<file path="config.mk">
export PLATFORM = sky130hd
export DESIGN_NAME = hwpe_ctrl_uloop_seq_flat
export DESIGN_NICKNAME = d
export VERILOG_FILES = /design/src/rtl/hwpe_ctrl_uloop_seq_if.sv /design/src/rtl/hwpe_ctrl_uloop_seq.sv /design/src/flat_wrapper.sv
export SDC_FILE = /design/constraint.sdc
export NUM_CORES = 1
export LEC_CHECK = 0
export CORE_AREA = 2 2 242 244
export CTS_BUF_LIST = sky130_fd_sc_hd__clkbuf_8
export CTS_CLUSTER_SIZE = 20
export DETAILED_ROUTE_END_ITERATION = 12
export DIE_AREA = 0 0 244 246
export MAX_ROUTING_LAYER = met4
export PLACE_DENSITY = 0.65
export SYNTH_ARGS = -nofsm -noshare
export SYNTH_HDL_FRONTEND = slang
export SYNTH_SLANG_ARGS = --single-unit
</file>
<file path="constraint.sdc">
create_clock -name clk_i -period 7.6 [get_ports clk_i]
set_input_delay 1.52 -clock clk_i [delete_from_list [all_inputs] [get_ports clk_i]]
set_output_delay 1.52 -clock clk_i [all_outputs]
set_load 0.02 [all_outputs]
</file>
<file path="src/rtl/hwpe_ctrl_uloop_seq_if.sv">
// Bus bundle of the uloop sequencer: control inputs from the register file,
// uloop ctrl/flags and the job descriptor handshake towards the streamers.
interface hwpe_ctrl_uloop_seq_if #(
  parameter int unsigned NB_REG     = 4,
  parameter int unsigned REG_WIDTH  = 32,
  parameter int unsigned NB_LOOPS   = 6,
  parameter int unsigned CNT_WIDTH  = 16,
  parameter int unsigned ADDR_WIDTH = 32
);
  // register file side
  logic                                 clear_i;
  logic                                 start_i;
  logic [NB_REG-1:0][ADDR_WIDTH-1:0]    base_addr_i;
  // uloop side
  logic                                 uloop_clear_o;
  logic                                 uloop_enable_o;
  logic                                 uloop_ready_o;
  logic                                 uloop_valid_i;
  logic                                 uloop_done_i;
  logic [NB_REG-1:0][REG_WIDTH-1:0]     uloop_offs_i;
  logic [NB_LOOPS-1:0][CNT_WIDTH-1:0]   uloop_idx_i;
  // job descriptor side
  logic                                 job_valid_o;
  logic                                 job_ready_i;
  logic [NB_REG-1:0][ADDR_WIDTH-1:0]    job_addr_o;
  logic [NB_LOOPS-1:0][CNT_WIDTH-1:0]   job_idx_o;
  logic                                 job_last_o;
  // status
  logic                                 busy_o;
  logic                                 done_o;
  logic [31:0]                          job_count_o;
  logic                                 err_o;

  // sequencer view
  modport master (
    input  clear_i, start_i, base_addr_i,
           uloop_valid_i, uloop_done_i, uloop_offs_i, uloop_idx_i,
           job_ready_i,
    output uloop_clear_o, uloop_enable_o, uloop_ready_o,
           job_valid_o, job_addr_o, job_idx_o, job_last_o,
           busy_o, done_o, job_count_o, err_o
  );

  // environment view (register file + uloop + job consumer)
  modport slave (
    output clear_i, start_i, base_addr_i,
           uloop_valid_i, uloop_done_i, uloop_offs_i, uloop_idx_i,
           job_ready_i,
    input  uloop_clear_o, uloop_enable_o, uloop_ready_o,
           job_valid_o, job_addr_o, job_idx_o, job_last_o,
           busy_o, done_o, job_count_o, err_o
  );
endinterface

</file>
<file path="src/rtl/hwpe_ctrl_uloop_seq.sv">
// Initiator-side uloop sequencer: starts the uloop, requests one iteration at
// a time and turns each offset set into a job descriptor (addr = base + offs).

// Per-lane address generator: base plus offset resized to the address width.
module hwpe_ctrl_uloop_seq_lane #(
  parameter int unsigned REG_WIDTH  = 32,
  parameter int unsigned ADDR_WIDTH = 32
) (
  input  logic [ADDR_WIDTH-1:0] base_i,
  input  logic [REG_WIDTH-1:0]  offs_i,
  output logic [ADDR_WIDTH-1:0] addr_o
);
  logic [ADDR_WIDTH-1:0] offs_ext;

  if (REG_WIDTH >= ADDR_WIDTH) begin : g_trunc
    assign offs_ext = offs_i[ADDR_WIDTH-1:0];
  end else begin : g_zext
    assign offs_ext = {{(ADDR_WIDTH-REG_WIDTH){1'b0}}, offs_i};
  end

  // sum wraps modulo 2^ADDR_WIDTH
  assign addr_o = base_i + offs_ext;
endmodule

module hwpe_ctrl_uloop_seq #(
  parameter int unsigned NB_REG     = 4,
  parameter int unsigned REG_WIDTH  = 32,
  parameter int unsigned NB_LOOPS   = 6,
  parameter int unsigned CNT_WIDTH  = 16,
  parameter int unsigned ADDR_WIDTH = 32
) (
  input  logic                  clk_i,
  input  logic                  rst_ni,
  hwpe_ctrl_uloop_seq_if.master bus
);
  typedef logic [NB_REG-1:0][ADDR_WIDTH-1:0]  addr_t;
  typedef logic [NB_LOOPS-1:0][CNT_WIDTH-1:0] idx_t;

  typedef enum logic [2:0] {
    S_IDLE, S_CLEAR, S_ISSUE, S_REQ, S_WAIT, S_FINISH
  } state_e;

  state_e      state_d, state_q;
  addr_t       base_d, base_q;
  addr_t       addr_d, addr_q;
  idx_t        idx_d, idx_q;
  logic        last_d, last_q;
  logic [31:0] cnt_d, cnt_q;
  logic        err_d, err_q;
  // registered outputs, decoded from the next state
  logic        busy_d, busy_q;
  logic        job_valid_d, job_valid_q;
  logic        enable_d, enable_q;
  logic        uclear_d, uclear_q;
  logic        done_d, done_q;

  addr_t       lane_addr;

  for (genvar g = 0; g < NB_REG; g++) begin : g_lane
    hwpe_ctrl_uloop_seq_lane #(
      .REG_WIDTH  (REG_WIDTH),
      .ADDR_WIDTH (ADDR_WIDTH)
    ) i_lane (
      .base_i (base_q[g]),
      .offs_i (bus.uloop_offs_i[g]),
      .addr_o (lane_addr[g])
    );
  end

  // next-state, captured job fields, counters and output decode
  always_comb begin
    state_d = state_q;
    base_d  = base_q;
    addr_d  = addr_q;
    idx_d   = idx_q;
    last_d  = last_q;
    cnt_d   = cnt_q;
    err_d   = err_q;

    unique case (state_q)
      S_IDLE: begin
        if (bus.start_i) begin
          base_d  = bus.base_addr_i;
          cnt_d   = '0;
          err_d   = 1'b0;
          state_d = S_CLEAR;
        end
      end
      S_CLEAR: begin
        // first job needs no uloop iteration: it sits at the bases
        addr_d  = base_q;
        idx_d   = '0;
        last_d  = 1'b0;
        state_d = S_ISSUE;
      end
      S_ISSUE: begin
        if (bus.job_ready_i) begin
          if (cnt_q != '1) cnt_d = cnt_q + 32'd1;
          state_d = last_q ? S_FINISH : S_REQ;
        end
      end
      S_REQ: state_d = S_WAIT;
      S_WAIT: begin
        if (bus.uloop_valid_i) begin
          addr_d  = lane_addr;
          idx_d   = bus.uloop_idx_i;
          last_d  = bus.uloop_done_i;
          state_d = S_ISSUE;
        end
      end
      S_FINISH: state_d = S_IDLE;
      default:  state_d = S_IDLE;
    endcase

    // a response nobody asked for is dropped but remembered
    if (bus.uloop_valid_i && (state_q != S_WAIT)) err_d = 1'b1;

    if (bus.clear_i) begin
      state_d = S_IDLE;
      base_d  = '0;
      addr_d  = '0;
      idx_d   = '0;
      last_d  = 1'b0;
      cnt_d   = '0;
      err_d   = 1'b0;
    end

    busy_d      = (state_d != S_IDLE);
    job_valid_d = (state_d == S_ISSUE);
    enable_d    = (state_d == S_REQ);
    uclear_d    = (state_d == S_CLEAR);
    done_d      = (state_d == S_FINISH);
  end

  // state and output registers
  always_ff @(posedge clk_i or negedge rst_ni) begin
    if (!rst_ni) begin
      state_q     <= S_IDLE;
      base_q      <= '0;
      addr_q      <= '0;
      idx_q       <= '0;
      last_q      <= 1'b0;
      cnt_q       <= '0;
      err_q       <= 1'b0;
      busy_q      <= 1'b0;
      job_valid_q <= 1'b0;
      enable_q    <= 1'b0;
      uclear_q    <= 1'b0;
      done_q      <= 1'b0;
    end else begin
      state_q     <= state_d;
      base_q      <= base_d;
      addr_q      <= addr_d;
      idx_q       <= idx_d;
      last_q      <= last_d;
      cnt_q       <= cnt_d;
      err_q       <= err_d;
      busy_q      <= busy_d;
      job_valid_q <= job_valid_d;
      enable_q    <= enable_d;
      uclear_q    <= uclear_d;
      done_q      <= done_d;
    end
  end

  // soft clear is forwarded to the uloop in the same cycle
  assign bus.uloop_clear_o  = uclear_q | bus.clear_i;
  assign bus.uloop_enable_o = enable_q;
  assign bus.uloop_ready_o  = busy_q;
  assign bus.job_valid_o    = job_valid_q;
  assign bus.job_addr_o     = addr_q;
  assign bus.job_idx_o      = idx_q;
  assign bus.job_last_o     = last_q;
  assign bus.busy_o         = busy_q;
  assign bus.done_o         = done_q;
  assign bus.job_count_o    = cnt_q;
  assign bus.err_o          = err_q;
endmodule
</file>
<file path="src/flat_wrapper.sv">
// flat-port wrapper written by rule: the top's interface ports become plain ports
module hwpe_ctrl_uloop_seq_flat 
#(
  parameter int unsigned NB_REG     = 4,
  parameter int unsigned REG_WIDTH  = 32,
  parameter int unsigned NB_LOOPS   = 6,
  parameter int unsigned CNT_WIDTH  = 16,
  parameter int unsigned ADDR_WIDTH = 32
)
  (clk_i, rst_ni, bus_clear_i, bus_start_i, bus_base_addr_i, bus_uloop_valid_i, bus_uloop_done_i, bus_uloop_offs_i, bus_uloop_idx_i, bus_job_ready_i, bus_uloop_clear_o, bus_uloop_enable_o, bus_uloop_ready_o, bus_job_valid_o, bus_job_addr_o, bus_job_idx_o, bus_job_last_o, bus_busy_o, bus_done_o, bus_job_count_o, bus_err_o);
  hwpe_ctrl_uloop_seq_if #(.NB_REG(NB_REG), .REG_WIDTH(REG_WIDTH), .NB_LOOPS(NB_LOOPS), .CNT_WIDTH(CNT_WIDTH), .ADDR_WIDTH(ADDR_WIDTH)) bus_i ();
  input  logic clk_i;
  input  logic rst_ni;
  input wire logic [$bits(bus_i.clear_i)-1:0] bus_clear_i;
  input wire logic [$bits(bus_i.start_i)-1:0] bus_start_i;
  input wire logic [$bits(bus_i.base_addr_i)-1:0] bus_base_addr_i;
  input wire logic [$bits(bus_i.uloop_valid_i)-1:0] bus_uloop_valid_i;
  input wire logic [$bits(bus_i.uloop_done_i)-1:0] bus_uloop_done_i;
  input wire logic [$bits(bus_i.uloop_offs_i)-1:0] bus_uloop_offs_i;
  input wire logic [$bits(bus_i.uloop_idx_i)-1:0] bus_uloop_idx_i;
  input wire logic [$bits(bus_i.job_ready_i)-1:0] bus_job_ready_i;
  output wire logic [$bits(bus_i.uloop_clear_o)-1:0] bus_uloop_clear_o;
  output wire logic [$bits(bus_i.uloop_enable_o)-1:0] bus_uloop_enable_o;
  output wire logic [$bits(bus_i.uloop_ready_o)-1:0] bus_uloop_ready_o;
  output wire logic [$bits(bus_i.job_valid_o)-1:0] bus_job_valid_o;
  output wire logic [$bits(bus_i.job_addr_o)-1:0] bus_job_addr_o;
  output wire logic [$bits(bus_i.job_idx_o)-1:0] bus_job_idx_o;
  output wire logic [$bits(bus_i.job_last_o)-1:0] bus_job_last_o;
  output wire logic [$bits(bus_i.busy_o)-1:0] bus_busy_o;
  output wire logic [$bits(bus_i.done_o)-1:0] bus_done_o;
  output wire logic [$bits(bus_i.job_count_o)-1:0] bus_job_count_o;
  output wire logic [$bits(bus_i.err_o)-1:0] bus_err_o;
  assign bus_i.clear_i = bus_clear_i;
  assign bus_i.start_i = bus_start_i;
  assign bus_i.base_addr_i = bus_base_addr_i;
  assign bus_i.uloop_valid_i = bus_uloop_valid_i;
  assign bus_i.uloop_done_i = bus_uloop_done_i;
  assign bus_i.uloop_offs_i = bus_uloop_offs_i;
  assign bus_i.uloop_idx_i = bus_uloop_idx_i;
  assign bus_i.job_ready_i = bus_job_ready_i;
  assign bus_uloop_clear_o = bus_i.uloop_clear_o;
  assign bus_uloop_enable_o = bus_i.uloop_enable_o;
  assign bus_uloop_ready_o = bus_i.uloop_ready_o;
  assign bus_job_valid_o = bus_i.job_valid_o;
  assign bus_job_addr_o = bus_i.job_addr_o;
  assign bus_job_idx_o = bus_i.job_idx_o;
  assign bus_job_last_o = bus_i.job_last_o;
  assign bus_busy_o = bus_i.busy_o;
  assign bus_done_o = bus_i.done_o;
  assign bus_job_count_o = bus_i.job_count_o;
  assign bus_err_o = bus_i.err_o;
  hwpe_ctrl_uloop_seq #(.NB_REG(NB_REG), .REG_WIDTH(REG_WIDTH), .NB_LOOPS(NB_LOOPS), .CNT_WIDTH(CNT_WIDTH), .ADDR_WIDTH(ADDR_WIDTH)) u_core (.clk_i(clk_i), .rst_ni(rst_ni), .bus(bus_i));
endmodule
</file>
== Word-level counts from Yosys, hierarchy flattened ==
Cells that the tools add are included.
W data, S select, Z words.

* Register bits after elaboration: 394
* Output and inout port bits: 264
* Logic and storage cells: 83

* Add/subtract/negate cells: 5
* Equal/unequal tests: 14
* Muxes and demuxes: 27
* Bitwise gates (word level): 1
* Reduce and logical (&&, ||, !) cells: 13

{| class="wikitable"
|+ Operators by type and width
! cell !! count
|-
| $mux W128 || 5
|-
| $pmux W128 S2 || 1
|-
| $mux W96 || 2
|-
| $pmux W96 S2 || 1
|-
| $add A32 B32 Y32 || 4
|-
| $mux W32 || 4
|-
| $pmux W32 S2 || 1
|-
| $add A32 B1 Y32 const B || 1
|-
| $ne A32 B32 Y1 const B || 1
|-
| $mux W3 || 5
|-
| $pmux W3 S5 || 1
|-
| $reduce_bool A3 Y1 || 5
|-
| $eq A3 B2 Y1 const B || 4
|-
| $ne A3 B3 Y1 const B || 4
|-
| $eq A3 B1 Y1 const B || 2
|-
| $eq A3 B3 Y1 const B || 2
|-
| $mux W1 || 6
|-
| $reduce_and A2 Y1 || 3
|-
| $reduce_and A4 Y1 || 1
|-
| $reduce_bool A2 Y1 || 2
|-
| $logic_not A3 Y1 || 1
|-
| $ne A3 B2 Y1 const B || 1
|-
| $pmux W1 S2 || 1
|-
| $logic_and A1 B1 Y1 || 1
|-
| $or A1 B1 Y1 || 1
|}

== Longest topological paths before layout ==
* Word-level depth: 5
* Mapped depth: 11

== Hierarchy ==
From an unflattened synthesis, not the netlist that was laid out.

* Cell total of the unflattened synthesis: 2481
* Area, all modules: 23112.2 um^2

{| class="wikitable"
|+ Modules (own cells, without submodules)
! module !! instances !! cells an instance !! area each (um^2)
|-
| hwpe_ctrl_uloop_seq || 1 || 1537 || 16248.1
|-
| hwpe_ctrl_uloop_seq_lane at u_core.g_lane[0].i_lane ... || 3 || 236 || 1712.9
|-
| hwpe_ctrl_uloop_seq_lane at u_core.g_lane[3].i_lane || 1 || 236 || 1725.4
|}

== Worst setup path before layout ==
No wires, ideal clock.

* Path kind: input port to flip-flop
* Start point: input port bus_uloop_offs_i[0]
* End point: register u_core.addr_q (netlist bit u_core.bus.job_addr_o[26])
* Library setup time: 133 ps
* Arrival time: 3958 ps
* Slack: 3509 ps
* Cell stages on the path: 11
* Path through: ha_1 fa_1 a211oi_1 o21bai_1 a211oi_2 a21oi_1 a211oi_1 o21ai_1 a41oi_1 xor2_1 o21ai_0

* Cells in the longest elaborated chain, start to end: 4

{| class="wikitable"
|+ RTL lines
! element !! line !! source
|-
| start: declaration || flat_wrapper.sv:19 || <nowiki>input wire logic [$bits(bus_i.uloop_offs_i)-1:0] bus_uloop_offs_i;</nowiki>
|-
| $add A32 B32 Y32 || hwpe_ctrl_uloop_seq.sv:22 || <nowiki>assign addr_o = base_i + offs_ext;</nowiki>
|-
| $mux W128 || hwpe_ctrl_uloop_seq.sv:104 || <nowiki>if (bus.uloop_valid_i) begin</nowiki>
|-
| $pmux W128 S2 || hwpe_ctrl_uloop_seq.sv:80 || <nowiki>unique case (state_q)</nowiki>
|-
| $mux W128 || hwpe_ctrl_uloop_seq.sv:118 || <nowiki>if (bus.clear_i) begin</nowiki>
|-
| end signal: assignment || hwpe_ctrl_uloop_seq.sv:153 || <nowiki>addr_q <= addr_d;</nowiki>
|-
| end: declaration || hwpe_ctrl_uloop_seq.sv:45 || <nowiki>addr_t addr_d, addr_q;</nowiki>
|}

No other way between the ends. The select of a mux whose other input is x is not followed.
A chain may end at the register's enable or synchronous reset.

== Worst setup path after layout ==
* Start point: input port bus_uloop_offs_i[96]
* End point: register u_core.addr_q (netlist bit u_core.bus.job_addr_o[126])

The elaborated chain is that of the path after synthesis.

==> impl_results.md <==
* Syn Std Cell Area at 21,400 sq um
* Final Cycle Share at 0.604
* Syn_area_per_cell at 10.1 sq um
* Final nets at 3,202
* DR iter-0 viols at 1,111
* Die area at 60,000 sq um
* Post-CTS Setup Inserts at 0
* Critical path endpoint category: register
* Startpoint types: primary input
* Sink Count at 394
* Dpl hpwl at 55,900 um
* Hold crit path type: register to register
* Max clock buf depth at 3
* Global router's overall resource usage at 0.256
* CTS buffer count at 74
* Critical-path top delay cell: a2111oi_0
* Pwr Density at 183 nW/um^2
* Post-synth EDFFs at 0
* Synth cell types at 72
* Post_cts resized at 0
* Share of layout cells above drive strength 1 at 0.0538
* Starting Density at 0.373
* Final WL at 76,700 um
* Final GP Congestion at 0.921
* Unrepaired setup endpoints after global routing: false
* Fin. max-slew vios at 0
* Worst-Margin Slew at 1.12 ns
* Routed length per instance at 21.6 um
* Synth top area share at 0.461
* Max VDD drop at 0.131 mV
* Buf+Inv Stages, Crit Path at 1
* Die height at 246 um
* Arr. time, crit path at 5.10 ns
* Grt ovf at 0
* Vias/cell at 5.55
* # hold bufs at CTS at 0
* Syn Nets at 2,613
* Max FO, Critical Path at 4
* CP Cell Sequence: clkdlybuf4s50_1 > ha_1 > fa_1 > a21oi_1 > o21ai_0 > a2111oi_0 > o21ai_0 > a41oi_1 > o311ai_0 > a31oi_1 > xor2_1 > o21ai_0
* Setup_tns at 0 ns
* FMAX at 0.218 GHz
* Status: complete, no violations
* CTS tree: done
* DRT Pass-1 Iters at 7
* CTS root buffer: clkbuf_8
* Via count at 19,700
* CTS H-tree lvls at 3
* Area delta synth->final at 39.4%
* Seq/Total Area, Yosys at 0.461
* Number of global-route vias before repair at 19,900
* Final hold viol count at 0
* IO Count at 623
* Max_slew headroom at 0.253
* DIE WIDTH at 244 um
* Initial antenna violation count at 17
* Setup-failing EPs final at 0
* Syn Inst Count at 2,125
* #FFs+latches synth at 394
* Top cell by count, worst path: o21ai_0
* Warnings from Yosys at 0
* Post-synth ARST share at 1.00
* Max incr delay on CP at 0.70 ns
* Clk_lat worst skew at 0.66 ns
* Remaining DRCs at 0
* Max Cap Viol at 0
* Pin count of the biggest net entering global routing at 173
* Core box area at 57,400 sq um
* Area contributors post-synth: dfrtp_1 (46%), a22o_1 (9.5%), ha_1 (7.3%)
* Largest area contributor in the netlist: dfrtp_1
* Leak Pwr at 13.2 nW
* Port Buffer Count at 622
* Period minus WS final at 4.59 ns
* Setup Crit Path Kind: primary input to register
* Req. time, crit path at 8.11 ns
* First-pass GRT wire length at 117,000 um
* Largest delay share family, worst path: compound AO/OA/AOI/OAI gates
* Final hold slack at 0.479 ns
* Routed Antenna Nets at 0
* Reg clk slew, reported paths at 0.06 ns
* Power Total at 5.46 mW
* Ys flop type: dfrtp_1
* Std-Cell Rows at 88
* Setup Skew at 0.0374 ns
where the power goes:
group	internal (mW)	switching, mW
registers	2.18	0.0777
clock network	1.09	0.946
logic	0.537	0.636
metrics by stage:
stage | cells | utilization | instance area, sq um | worst slack (ns)
floorplan | 2125 | - | 21400 | 3.51
global placement | 3403 | 0.494 | 28300 | 2.31
detailed placement | 3403 | 0.494 | 28300 | 2.41
CTS | 3536 | 0.519 | 29800 | 3.04
global route | 3552 | 0.519 | 29800 | 2.74
finish | 3553 | 0.520 | 29800 | 3.01
flip-flops by register name, summed over array words and instances, names as in the netlist, 3 cells and up:
register	cells
u_core.base_q	128
u_core.bus.job_addr_o	128
u_core.bus.job_idx_o	96
u_core.bus.job_count_o	32
u_core.state_q	3
layer usage:
metal	global-route usage	up-vias	routed length, um	share of wire
li1	-	9173	-	-
met4	0.0902	0	1910	0.025
met1	0.312	9724	31800	0.41
met2	0.414	726	37100	0.48
met3	0.0627	107	5870	0.077
met5	-	-	0	0
cell families (layout without fill, tap and decap cells):
group,count (synthesis),count (layout),share of synthesized area
AND/OR/NAND/NOR,443,443,0.0961
multiplexers,12,12,0.00568
other,0,17,0
flip-flops,394,394,0.461
adder cells (fa/ha/maj),129,129,0.0769
AO/OA/AOI/OAI,852,852,0.276
buffers and inverters,156,802,0.0277
XOR/XNOR,139,139,0.0569
path summary, 6_finish.rpt:
path	start	slack, ns	endpoint	depth (start not counted)
min in group asynchronous	rst_ni	0.89	u_core.bus.job_idx_o[9]$_DFFE_PN0P_	1
max in group asynchronous	rst_ni	5.21	u_core.bus.job_addr_o[45]$_DFFE_PN0P_	2
hold reg to reg	u_core.bus.job_addr_o[102]$_DFFE_PN0P_	0.48	u_core.bus.job_addr_o[102]$_DFFE_PN0P_	2
hold / removal	u_core.bus.job_addr_o[102]$_DFFE_PN0P_	0.48	u_core.bus.job_addr_o[102]$_DFFE_PN0P_	2
setup / recovery	bus_uloop_offs_i[96]	3.01	u_core.bus.job_addr_o[126]$_DFFE_PN0P_	12
setup reg to reg	u_core.base_q[96]$_DFFE_PN0P_	3.90	u_core.bus.job_addr_o[126]$_DFFE_PN0P_	11
worst register-to-register path, delay by kind of cell (launching register included):
kind / cells / cell delay, ns
AO/OA/AOI/OAI: 8 / 2.39
adder cells (fa/ha/maj): 2 / 0.65
flip-flops: 1 / 0.40
XOR/XNOR: 1 / 0.15
cells in the final DEF (no fill, tap or decap), types with 9 or more instances in the layout:
cell,netlist,layout
clkdlybuf4s50_1,0,621
dfrtp_1,394,394
a22o_1,232,232
o21ai_0,196,196
a21oi_1,157,156
nand2_1,157,154
ha_1,125,125
nor2_1,125,122
clkbuf_8,0,88
xor2_1,80,80
inv_1,31,67
a22oi_1,64,64
a21o_1,60,60
xnor2_1,59,59
nand3_1,37,37
nand4_1,23,23
a31oi_1,18,18
o21bai_1,18,18
diode_2,0,17
nor3_1,17,17
and3_1,16,16
nand2b_1,13,13
o21a_1,12,12
buf_4,1,12
mux2i_1,11,11
o31ai_1,10,10
nor2b_1,9,9
synthesized netlist by cell type, types with 18 or more instances:
master and instances:
dfrtp_1 394, a22o_1 232, o21ai_0 196, a21oi_1 157
nand2_1 157, ha_1 125, nor2_1 125, clkbuf_1 109
xor2_1 80, a22oi_1 64, a21o_1 60, xnor2_1 59
nand3_1 37, inv_1 31, nand4_1 23, a31oi_1 18
o21bai_1 18
final cells by class:
cell class	count	area, sq um
Fill cell	5211	27600
Multi-Input combinational cell	1575	11000
Sequential cell	394	9860
Timing Repair Buffer	638	6400
Clock buffer	88	1210
Tap cell	765	957
Clock inverter	45	225
Inverter	31	116
Antenna cell	17	42.5
No activity file was read; power rests on OpenSTA's default activity.
